**config.mk**
```make
export PLATFORM = sky130hd
export DESIGN_NAME = uart_ctl_p
export DESIGN_NICKNAME = d
export VERILOG_FILES = /design/src/rtl/uart_ctl_p_pkg.sv /design/src/rtl/uart_ctl_p_fifo.sv /design/src/rtl/uart_ctl_p.sv
export SDC_FILE = /design/constraint.sdc
export NUM_CORES = 1
export LEC_CHECK = 0
export BUFFER_PORTS_ARGS = -buffer_cell sky130_fd_sc_hd__clkbuf_2
export CORE_MARGIN = 2
export CORE_UTILIZATION = 46
export DETAILED_ROUTE_END_ITERATION = 6
export PLACE_DENSITY = 0.62
export SETUP_SLACK_MARGIN = 0.2
export SLEW_MARGIN = 20
export SYNTH_ARGS = -nofsm -noshare
export SYNTH_HDL_FRONTEND = slang
export SYNTH_SLANG_ARGS = --single-unit
```
**constraint.sdc**
```tcl
create_clock -name clk -period 6.4 [get_ports clk]
set_clock_uncertainty 0.2 [all_clocks]
set_input_delay 0.64 -clock clk [delete_from_list [all_inputs] [get_ports clk]]
set_output_delay 0.64 -clock clk [all_outputs]
set_load 0.01 [all_outputs]
```
**src/rtl/uart_ctl_p_pkg.sv**
```systemverilog
// Shared definitions for the parametrised UART controller:
// FSM states, parity codes, oversampling ratio and parity helper.
package uart_ctl_p_pkg;

    localparam int OVERSAMPLE = 16;

    localparam logic [1:0] PAR_NONE = 2'd0;
    localparam logic [1:0] PAR_EVEN = 2'd1;
    localparam logic [1:0] PAR_ODD  = 2'd2;

    typedef enum logic [2:0] {
        S_IDLE,
        S_START,
        S_DATA,
        S_PAR,
        S_STOP
    } uart_st_t;

    function automatic logic par_bit(input logic [7:0] d, input logic [1:0] mode);
        return (mode == PAR_ODD) ? ~^d : ^d;
    endfunction

endpackage

```
**src/rtl/uart_ctl_p_fifo.sv**
```systemverilog
// First-word-fall-through FIFO; a push into a full FIFO is accepted
// only when a pop happens in the same cycle.
module uart_ctl_p_fifo #(
    parameter int W  = 8,
    parameter int AW = 2
) (
    input  logic         clk,
    input  logic         rst,
    input  logic         push,
    input  logic         pop,
    input  logic [W-1:0] din,
    output logic [W-1:0] dout,
    output logic         full,
    output logic         empty
);

    localparam int D = 1 << AW;

    logic [W-1:0] mem [D];
    logic [AW-1:0] wp;
    logic [AW-1:0] rp;
    logic [AW:0]   cnt;
    logic          do_push;
    logic          do_pop;

    assign empty   = (cnt == '0);
    assign full    = (cnt == (AW+1)'(D));
    assign do_pop  = pop && !empty;
    assign do_push = push && (!full || do_pop);
    assign dout    = empty ? '0 : mem[rp];

    always_ff @(posedge clk) begin
        if (!rst) begin
            wp  <= '0;
            rp  <= '0;
            cnt <= '0;
        end else begin
            if (do_push) wp <= wp + 1'b1;
            if (do_pop)  rp <= rp + 1'b1;
            cnt <= cnt + (AW+1)'(do_push) - (AW+1)'(do_pop);
        end
    end

    always_ff @(posedge clk) begin
        if (do_push) mem[wp] <= din;
    end

endmodule

```
**src/rtl/uart_ctl_p.sv**
```systemverilog
// Full-duplex UART with internal 16x oversampling tick, configurable
// frame format and TX/RX FIFOs.
module uart_ctl_p
    import uart_ctl_p_pkg::*;
#(
    parameter int OSR_DIV   = 27,
    parameter int DATA_BITS = 8,
    parameter int PARITY    = 0,
    parameter int STOP_BITS = 1,
    parameter int FIFO_AW   = 2
) (
    input  logic       clk,
    input  logic       rst,
    input  logic       rx,
    input  logic [7:0] din,
    input  logic       tx_en,
    input  logic       rd_en,
    output logic       tx,
    output logic [7:0] dout,
    output logic       d_rdy,
    output logic       tx_full,
    output logic       tx_busy,
    output logic       frame_err,
    output logic       parity_err,
    output logic       rx_ovr
);

    localparam int         DW      = (OSR_DIV > 1) ? $clog2(OSR_DIV) : 1;
    localparam logic [7:0] DMASK   = 8'((1 << DATA_BITS) - 1);
    localparam logic [2:0] LAST    = 3'(DATA_BITS - 1);
    localparam logic [3:0] TMAX    = 4'(OVERSAMPLE - 1);
    localparam logic [3:0] TMID    = 4'(OVERSAMPLE / 2 - 1);
    localparam logic [1:0] PMODE   = 2'(PARITY);
    localparam logic       HAS_PAR = (PMODE != PAR_NONE);

    if (DATA_BITS < 5 || DATA_BITS > 8 || PARITY < 0 || PARITY > 2 ||
        (STOP_BITS != 1 && STOP_BITS != 2)) begin : g_bad_param
        $error("uart_ctl_p: illegal frame parameters");
    end

    logic [DW-1:0] div_q;
    logic          tick;
    logic          realign;

    assign tick = (div_q == DW'(OSR_DIV - 1));

    always_ff @(posedge clk) begin
        if (!rst || realign || tick) div_q <= '0;
        else                         div_q <= div_q + 1'b1;
    end

    logic rs1, rs2;

    always_ff @(posedge clk) begin
        if (!rst) begin
            rs1 <= 1'b1;
            rs2 <= 1'b1;
        end else begin
            rs1 <= rx;
            rs2 <= rs1;
        end
    end

    // ---------------- receiver ----------------
    uart_st_t   rx_st, rx_nx;
    logic [3:0] rx_tk, rtk_n;
    logic [2:0] rx_bit, rbit_n;
    logic [7:0] rx_sh, rsh_n;
    logic       rx_pb, rpb_n;
    logic       rx_push, rx_pop, rxf_full, rxf_empty;
    logic       ferr_d, perr_d, ovr_d;

    assign rx_pop = rd_en && !rxf_empty;

    always_comb begin
        rx_nx   = rx_st;
        rtk_n   = rx_tk;
        rbit_n  = rx_bit;
        rsh_n   = rx_sh;
        rpb_n   = rx_pb;
        rx_push = 1'b0;
        ferr_d  = 1'b0;
        perr_d  = 1'b0;
        ovr_d   = 1'b0;
        unique case (rx_st)
            S_IDLE: if (!rs2) begin
                rx_nx = S_START;
                rtk_n = '0;
            end
            S_START: if (tick) begin
                rtk_n = rx_tk + 4'd1;
                if (rx_tk == TMID) begin
                    rtk_n  = '0;
                    rbit_n = '0;
                    rsh_n  = '0;
                    rx_nx  = rs2 ? S_IDLE : S_DATA;
                end
            end
            S_DATA: if (tick) begin
                rtk_n = rx_tk + 4'd1;
                if (rx_tk == TMAX) begin
                    rsh_n       = rx_sh >> 1;
                    rsh_n[LAST] = rs2;
                    rbit_n      = rx_bit + 3'd1;
                    if (rx_bit == LAST) rx_nx = HAS_PAR ? S_PAR : S_STOP;
                end
            end
            S_PAR: if (tick) begin
                rtk_n = rx_tk + 4'd1;
                if (rx_tk == TMAX) begin
                    rpb_n = rs2;
                    rx_nx = S_STOP;
                end
            end
            S_STOP: if (tick) begin
                rtk_n = rx_tk + 4'd1;
                if (rx_tk == TMAX) begin
                    ferr_d = !rs2;
                    perr_d = HAS_PAR && (rx_pb != par_bit(rx_sh, PMODE));
                    if (!ferr_d && !perr_d) begin
                        if (rxf_full && !rx_pop) ovr_d   = 1'b1;
                        else                     rx_push = 1'b1;
                    end
                    rx_nx = S_IDLE;
                end
            end
            default: rx_nx = S_IDLE;
        endcase
    end

    always_ff @(posedge clk) begin
        if (!rst) begin
            rx_st      <= S_IDLE;
            rx_tk      <= '0;
            rx_bit     <= '0;
            rx_sh      <= '0;
            rx_pb      <= 1'b0;
            frame_err  <= 1'b0;
            parity_err <= 1'b0;
            rx_ovr     <= 1'b0;
        end else begin
            rx_st      <= rx_nx;
            rx_tk      <= rtk_n;
            rx_bit     <= rbit_n;
            rx_sh      <= rsh_n;
            rx_pb      <= rpb_n;
            frame_err  <= ferr_d;
            parity_err <= perr_d;
            rx_ovr     <= ovr_d;
        end
    end

    uart_ctl_p_fifo #(.W(8), .AW(FIFO_AW)) u_rxf (
        .clk   (clk),
        .rst   (rst),
        .push  (rx_push),
        .pop   (rx_pop),
        .din   (rx_sh),
        .dout  (dout),
        .full  (rxf_full),
        .empty (rxf_empty)
    );

    assign d_rdy = !rxf_empty;

    // ---------------- transmitter ----------------
    uart_st_t   tx_st, tx_nx;
    logic [3:0] tx_tk, ttk_n;
    logic [2:0] tx_bit, tbit_n;
    logic [7:0] tx_sh, tsh_n;
    logic       tx_par, tpar_n;
    logic       tx_stp, tstp_n;
    logic       tx_q, tx_d;
    logic       tx_pop, txf_empty;
    logic [7:0] txf_dout;

    always_comb begin
        tx_nx   = tx_st;
        ttk_n   = tx_tk;
        tbit_n  = tx_bit;
        tsh_n   = tx_sh;
        tpar_n  = tx_par;
        tstp_n  = tx_stp;
        tx_d    = tx_q;
        tx_pop  = 1'b0;
        realign = 1'b0;
        unique case (tx_st)
            S_IDLE: begin
                tx_d = 1'b1;
                if (!txf_empty) begin
                    tx_pop  = 1'b1;
                    realign = 1'b1;
                    ttk_n   = '0;
                    tsh_n   = txf_dout;
                    tpar_n  = par_bit(txf_dout, PMODE);
                    tx_nx   = S_START;
                    tx_d    = 1'b0;
                end
            end
            S_START: if (tick) begin
                ttk_n = tx_tk + 4'd1;
                if (tx_tk == TMAX) begin
                    tbit_n = '0;
                    tx_nx  = S_DATA;
                    tx_d   = tx_sh[0];
                end
            end
            S_DATA: if (tick) begin
                ttk_n = tx_tk + 4'd1;
                if (tx_tk == TMAX) begin
                    tsh_n  = tx_sh >> 1;
                    tbit_n = tx_bit + 3'd1;
                    if (tx_bit == LAST) begin
                        tstp_n = 1'b0;
                        tx_nx  = HAS_PAR ? S_PAR : S_STOP;
                        tx_d   = HAS_PAR ? tx_par : 1'b1;
                    end else begin
                        tx_d = tx_sh[1];
                    end
                end
            end
            S_PAR: if (tick) begin
                ttk_n = tx_tk + 4'd1;
                if (tx_tk == TMAX) begin
                    tstp_n = 1'b0;
                    tx_nx  = S_STOP;
                    tx_d   = 1'b1;
                end
            end
            S_STOP: if (tick) begin
                ttk_n = tx_tk + 4'd1;
                if (tx_tk == TMAX) begin
                    if (STOP_BITS == 2 && !tx_stp) begin
                        tstp_n = 1'b1;
                    end else if (!txf_empty) begin
                        // chain the next word with no idle gap
                        tx_pop = 1'b1;
                        tsh_n  = txf_dout;
                        tpar_n = par_bit(txf_dout, PMODE);
                        tx_nx  = S_START;
                        tx_d   = 1'b0;
                    end else begin
                        tx_nx = S_IDLE;
                        tx_d  = 1'b1;
                    end
                end
            end
            default: tx_nx = S_IDLE;
        endcase
    end

    always_ff @(posedge clk) begin
        if (!rst) begin
            tx_st  <= S_IDLE;
            tx_tk  <= '0;
            tx_bit <= '0;
            tx_sh  <= '0;
            tx_par <= 1'b0;
            tx_stp <= 1'b0;
            tx_q   <= 1'b1;
        end else begin
            tx_st  <= tx_nx;
            tx_tk  <= ttk_n;
            tx_bit <= tbit_n;
            tx_sh  <= tsh_n;
            tx_par <= tpar_n;
            tx_stp <= tstp_n;
            tx_q   <= tx_d;
        end
    end

    uart_ctl_p_fifo #(.W(8), .AW(FIFO_AW)) u_txf (
        .clk   (clk),
        .rst   (rst),
        .push  (tx_en),
        .pop   (tx_pop),
        .din   (din & DMASK),
        .dout  (txf_dout),
        .full  (tx_full),
        .empty (txf_empty)
    );

    assign tx      = tx_q;
    assign tx_busy = (tx_st != S_IDLE) || !txf_empty;

endmodule
```
---- Word-level counts from Yosys, hierarchy flattened ----
Memory sizes are Yosys's and may differ from the RTL's. A register that Yosys moved wholly into a read port is not among the register bits.
Index checks and enable logic that the tools add are counted.
storage, ports and cells
  bits in writable memories ............... 64
  output and inout bits ................... 15
  flip-flop bits (word level) ............. 60
  memories ................................ 2
  word-level logic and storage cells ...... 198
operators by class
  equality and inequality tests ........... 38
  reduce and logical (&&, ||, !) cells .... 41
  muxes and demuxes ....................... 84
  add/sub/neg operators ................... 13
memory list
  name       words  bits a word  read ports  clocked after memory_dff  write ports  line                   RTL
  u_rxf.mem  4      8            1           1                         1            uart_ctl_p_fifo.sv:19  logic [W-1:0] mem [D];
  u_txf.mem  4      8            1           1                         1            uart_ctl_p_fifo.sv:19
operator list
  kind                                           count
  2-to-1 mux 3 bit                               28
  2-to-1 mux 8 bit                               10
  inequality test 2 bit, second input constant   20
  one-hot mux 3 bit (5 select lines)             2
  2-to-1 mux 1 bit                               25
  2-to-1 mux 4 bit                               6
  one-hot mux 8 bit (3 select lines)             1
  AND reduction 10 bit                           2
  AND reduction 5 bit                            4
  == test 3 bit, second input constant           6
  one-hot mux 8 bit (2 select lines)             1
  == test 3 x 2 -> 1 bit, second input constant  4
  logical NOT 3 bit                              4
  one-hot mux 3 bit (2 select lines)             2
  one-hot mux 4 bit (3 select lines)             1
  2-to-1 mux 2 bit                               5
  AND reduction 9 bit                            1
  nonzero test 3 bit                             3
  adder 2 x 1 -> 2 bit, second input constant    4
  adder 4 x 1 -> 4 bit, second input constant    2
  == test 4 bit, second input constant           2
  one-hot mux 4 bit (2 select lines)             1
  AND reduction 4 bit                            2
  logical NOT 1 bit                              7
  other kinds (17)                               33

---- Longest topological paths before layout ----
  depth in word-level cells ............... 13
  gate-level depth with buffers ........... 13
  depth with buffers taken out ............ 12

---- Modules after synthesis ----
A second synthesis with hierarchy kept.
unflattened totals
  cell total of the unflattened synthesis .. 482
  area total of the unflattened synthesis .. 5,799.3 µm²
by module, submodules not included
  module                    cells each  instances  seq. area each (µm²)  area each (µm²)
  uart_ctl_p                281         1          920.9                 2,411.1
  uart_ctl_p_fifo at u_rxf  102         1          1,141.1               1,701.6
  uart_ctl_p_fifo at u_txf  99          1          1,141.1               1,686.6

---- Worst setup path after synthesis ----
No wires, ideal clock.
  kind .................................... register to register
  start ................................... reg u_rxf.cnt[1]
  end ..................................... reg u_rxf.cnt[2]
  data required time ...................... 6,085 ps
  stages on the path, launching flop included .. 12
  library setup time ...................... 115 ps
  setup slack ............................. 3,763 ps
  arrival ................................. 2,322 ps
  cell sequence ........................... dfxtp_1 or3_1 clkbuf_1 and2_1 ha_1 inv_1 ha_1 inv_1 fa_1 xnor2_1 xnor2_1 and2_1
between the ends
  elaborated cells on any way between the ends .. 17
  those cells by class .................... add/sub: 2; eq/ne: 1; mux: 5; reduce/logical: 9
RTL lines
  item                         line                   RTL
  from (decl)                  uart_ctl_p_fifo.sv:22  logic [AW:0] cnt;
  from (signal assigned)       uart_ctl_p_fifo.sv:40  cnt <= cnt + (AW+1)'(do_push) - (AW+1)'(do_pop);
  logical NOT 3 bit *          uart_ctl_p_fifo.sv:26  assign empty = (cnt == '0);
  logical NOT 1 bit *          n/a
  via d_rdy                    uart_ctl_p.sv:20       output logic d_rdy,
  logical AND 1 bit            uart_ctl_p.sv:73       assign rx_pop = rd_en && !rxf_empty;
  logical AND 1 bit *          uart_ctl_p_fifo.sv:28  assign do_pop = pop && !empty;
  via u_rxf.do_pop             uart_ctl_p_fifo.sv:24  logic do_pop;
  logical OR 1 bit             uart_ctl_p_fifo.sv:29  assign do_push = push && (!full || do_pop);
  logical AND 1 bit            uart_ctl_p_fifo.sv:29
  adder 3 x 1 -> 3 bit         uart_ctl_p_fifo.sv:40
  subtractor 3 x 1 -> 3 bit *  uart_ctl_p_fifo.sv:40
Mark *: on every way through the listed nets, which the timed path passes. The rest lies on a longest branch.
A chain may end at the register's enable or synchronous reset.

==> impl_metrics.toml <==
[global_routing]
grt_pass1_vias = 3319
track_usage_pct = 16.2
grt_max_degree = 52
grt_pass1_wl_microns = 16200
antenna_found_initial = 0
gr-total-overflow = 0

[pwr]
ir_drop_v = 0.000326
leakagePower_nw = 2.45
switching_share_pct = 27.6
power_density_nw_per_um2 = 400
clkPwrFrac_pct = 36.9
intPower_w = 0.00190
power_w = 0.00262
power_frac_seq_pct = 40.3
p_comb_share_pct = 22.8
p_switching_w = 0.000723

[setup_path]
slowest_stage = "dfxtp_1"
max_stage_delay_ps = 660
worst-setup-path-type = "register to output pin"
crit_fanout = 8
worstPathArrival_ps = 1960
crit_path_start_kind = "register"
path_cells = "mux4_2, and2_1, clkbuf_2"
crit_required_ps = 5560
endpoint_kind = "output pin"

[sta]
layout_min_cycle_time_ps = 2800
report.final.slew_viol_count = 0
worst_pin_slew_ps = 649
fin_crit_sh_pct = 43.8
fmax_ghz = 0.357
setup_viol = 0
hold_viol = 0
rsz0062_at_grt = "no"
tns_ps = 0
slew_headroom_pct = 56.5

[floorplanning]
start_util_pct = 47.3
row_count = 40
ios = 28
die_x_microns = 115
core-area_sq_um = 12100
die_area_sq_um = 13300
die_h_microns = 115

[run]
max_cap_viol_count = 0

[drt]
via_per_inst = 5.05
vias = 3348
wirelength_microns = 9440
dr.pass1.iters = 6
final_antenna_net_count = 0
drc = 0
wire_per_inst_microns = 14.2
drt_iter0_drc = 170

[logic_synthesis]
yosysWarnings = 0
synth_enable_flop_cells = 64
yosys.area.top_type = "edfxtp_1"
synth_cell_types = 61
netlist.area_leader.share_pct = 33.7
netlist_instances = 461
synth.area.top_cells = "edfxtp_1, dfxtp_1, mux4_2, ha_1, and2_1"
synth.net_count = 496
ys_seq_area_share_pct = 56.1
synth_common_cells = "dfxtp_1, edfxtp_1, nand2_1"
netlist_area_sq_um = 5710
synthFlopType = "edfxtp_1"
ys_ff_latch = 128
syn_area_per_cell_sq_um = 12.4
synth-async-reset-ratio_pct = 0

[clock_tree]
cts_tree = "built"
clock-sinks = 128
cts_resized = 0
clk_pin_slew_ps = 50
clockRootBuffer = "clkbuf_16"
postCtsSetupBuffers = 0
numCtsBuffers = 17
clock_latency_ps = 410
clk_path_buf_depth = 2
h-tree-depth = 4
cts_hold_buffers = 0

[final_layout]
drive_above_1_share_pct = 18.6
final_util_pct = 54.3
area_growth_pct = 14.6
diodes = 0
final_nets = 517
stdcell_count = 663
nFillCells = 1045

[placement]
dp_hpwl_microns = 6410
dpl.cell_count = 631
port_buffers = 26
place.gp.congestion = 0.804

[hold_path]
hold_path_class = "register to register"

[status]
status = "finished, final reports clean"
registers in the layout, indices dropped and copies added (netlist names), 2 cells and up, named ones only:
register	flops
tx_sh	8
u_rxf.mem	32
u_rxf.wp	2
rx_bit	3
div_q	5
tx_bit	3
u_txf.wp	2
rx_tk	4
tx_tk	4
u_txf.rp	2
u_rxf.cnt	3
rx_st	3
u_txf.cnt	3
rx_sh	8
u_rxf.rp	2
tx_st	3
u_txf.mem	32
cells in the final DEF, fill, tap and decap left out, types with 9 or more instances in the layout:
master	Yosys	routed
clkbuf_2	0	26
nor2_1	20	20
xnor2_1	10	10
and2_1	31	31
a21boi_1	12	12
nand3_1	20	20
clkbuf_16	0	17
mux4_2	16	16
dfxtp_1	64	64
mux2i_1	18	18
nand2_1	43	43
nor2b_1	9	9
ha_1	20	20
edfxtp_1	64	64
inv_1	16	16
per-layer routing:
| metal | global-route usage (%) | part of all wire (%) |
|---|---|---|
| met2 | 25.9 | 50 |
| met4 | 6.99 | 0.89 |
| met3 | 5.65 | 3.1 |
| met5 | 0 | 0 |
| met1 | 20.0 | 46 |
worst max-delay path: cells and delay by family (launching register included):
family / cells / cell delay [ps]
AND/OR/NAND/NOR: 1 / 180
buffers and inverters: 1 / 130
flip-flops: 1 / 660
multiplexers: 1 / 580
metrics by stage:
stage          setup WS [ps]  cell area [sq um]  hold WS (ps)
5_1_grt                 3370               6540           203
6_report                3600               6540           206
3_5_place_dp            3660               5940           197
3_3_place_gp            3730               5940           192
4_1_cts                 3530               6540           187
2_1_floorplan           3760               5710           186
power groups by stage:
stage | clock network [W] | logic (W) | registers [W]
2_1_floorplan | 0 | 0.000526 | 0.00101
3_3_place_gp | 0 | 0.000593 | 0.00107
3_5_place_dp | 0 | 0.000607 | 0.00107
4_1_cts | 0.000990 | 0.000611 | 0.00106
5_1_grt | 0.00102 | 0.000681 | 0.00107
6_report | 0.000968 | 0.000598 | 0.00105
logic make-up after synthesis:
family | after synthesis | synth area share (%)
DFF | 128 | 56.1
other | 1 | 0.0657
adders and majority gates | 23 | 5.28
and+or+nand+nor | 164 | 15.7
muxes | 42 | 11.2
AOI/OAI and AO/OA | 46 | 6.09
xor gates and xnor gates | 15 | 2.30
buffers and inverters | 42 | 3.26
path summary, 6_finish.rpt:
check,start,endpoint,slack (ps),cells after the start
worst max register to register,div_q[0],u_txf.cnt[1],3640,11
worst min register to register,rs1,rs2,210,1
worst min-delay path,rs1,rs2,210,1
worst max-delay path,register,dout[7],3600,3
layout make-up:
type | instances | area (sq um) | area share [%]
clock inverters | 10 | 135 | 2.07
well taps | 168 | 210 | 3.21
repair buffers | 28 | 145 | 2.22
flip-flops and latches | 128 | 3200 | 48.9
inverters | 16 | 60.1 | 0.918
clock buffers | 22 | 464 | 7.09
multi-input cells | 291 | 2330 | 35.5
(Power assumes the default switching activity.)
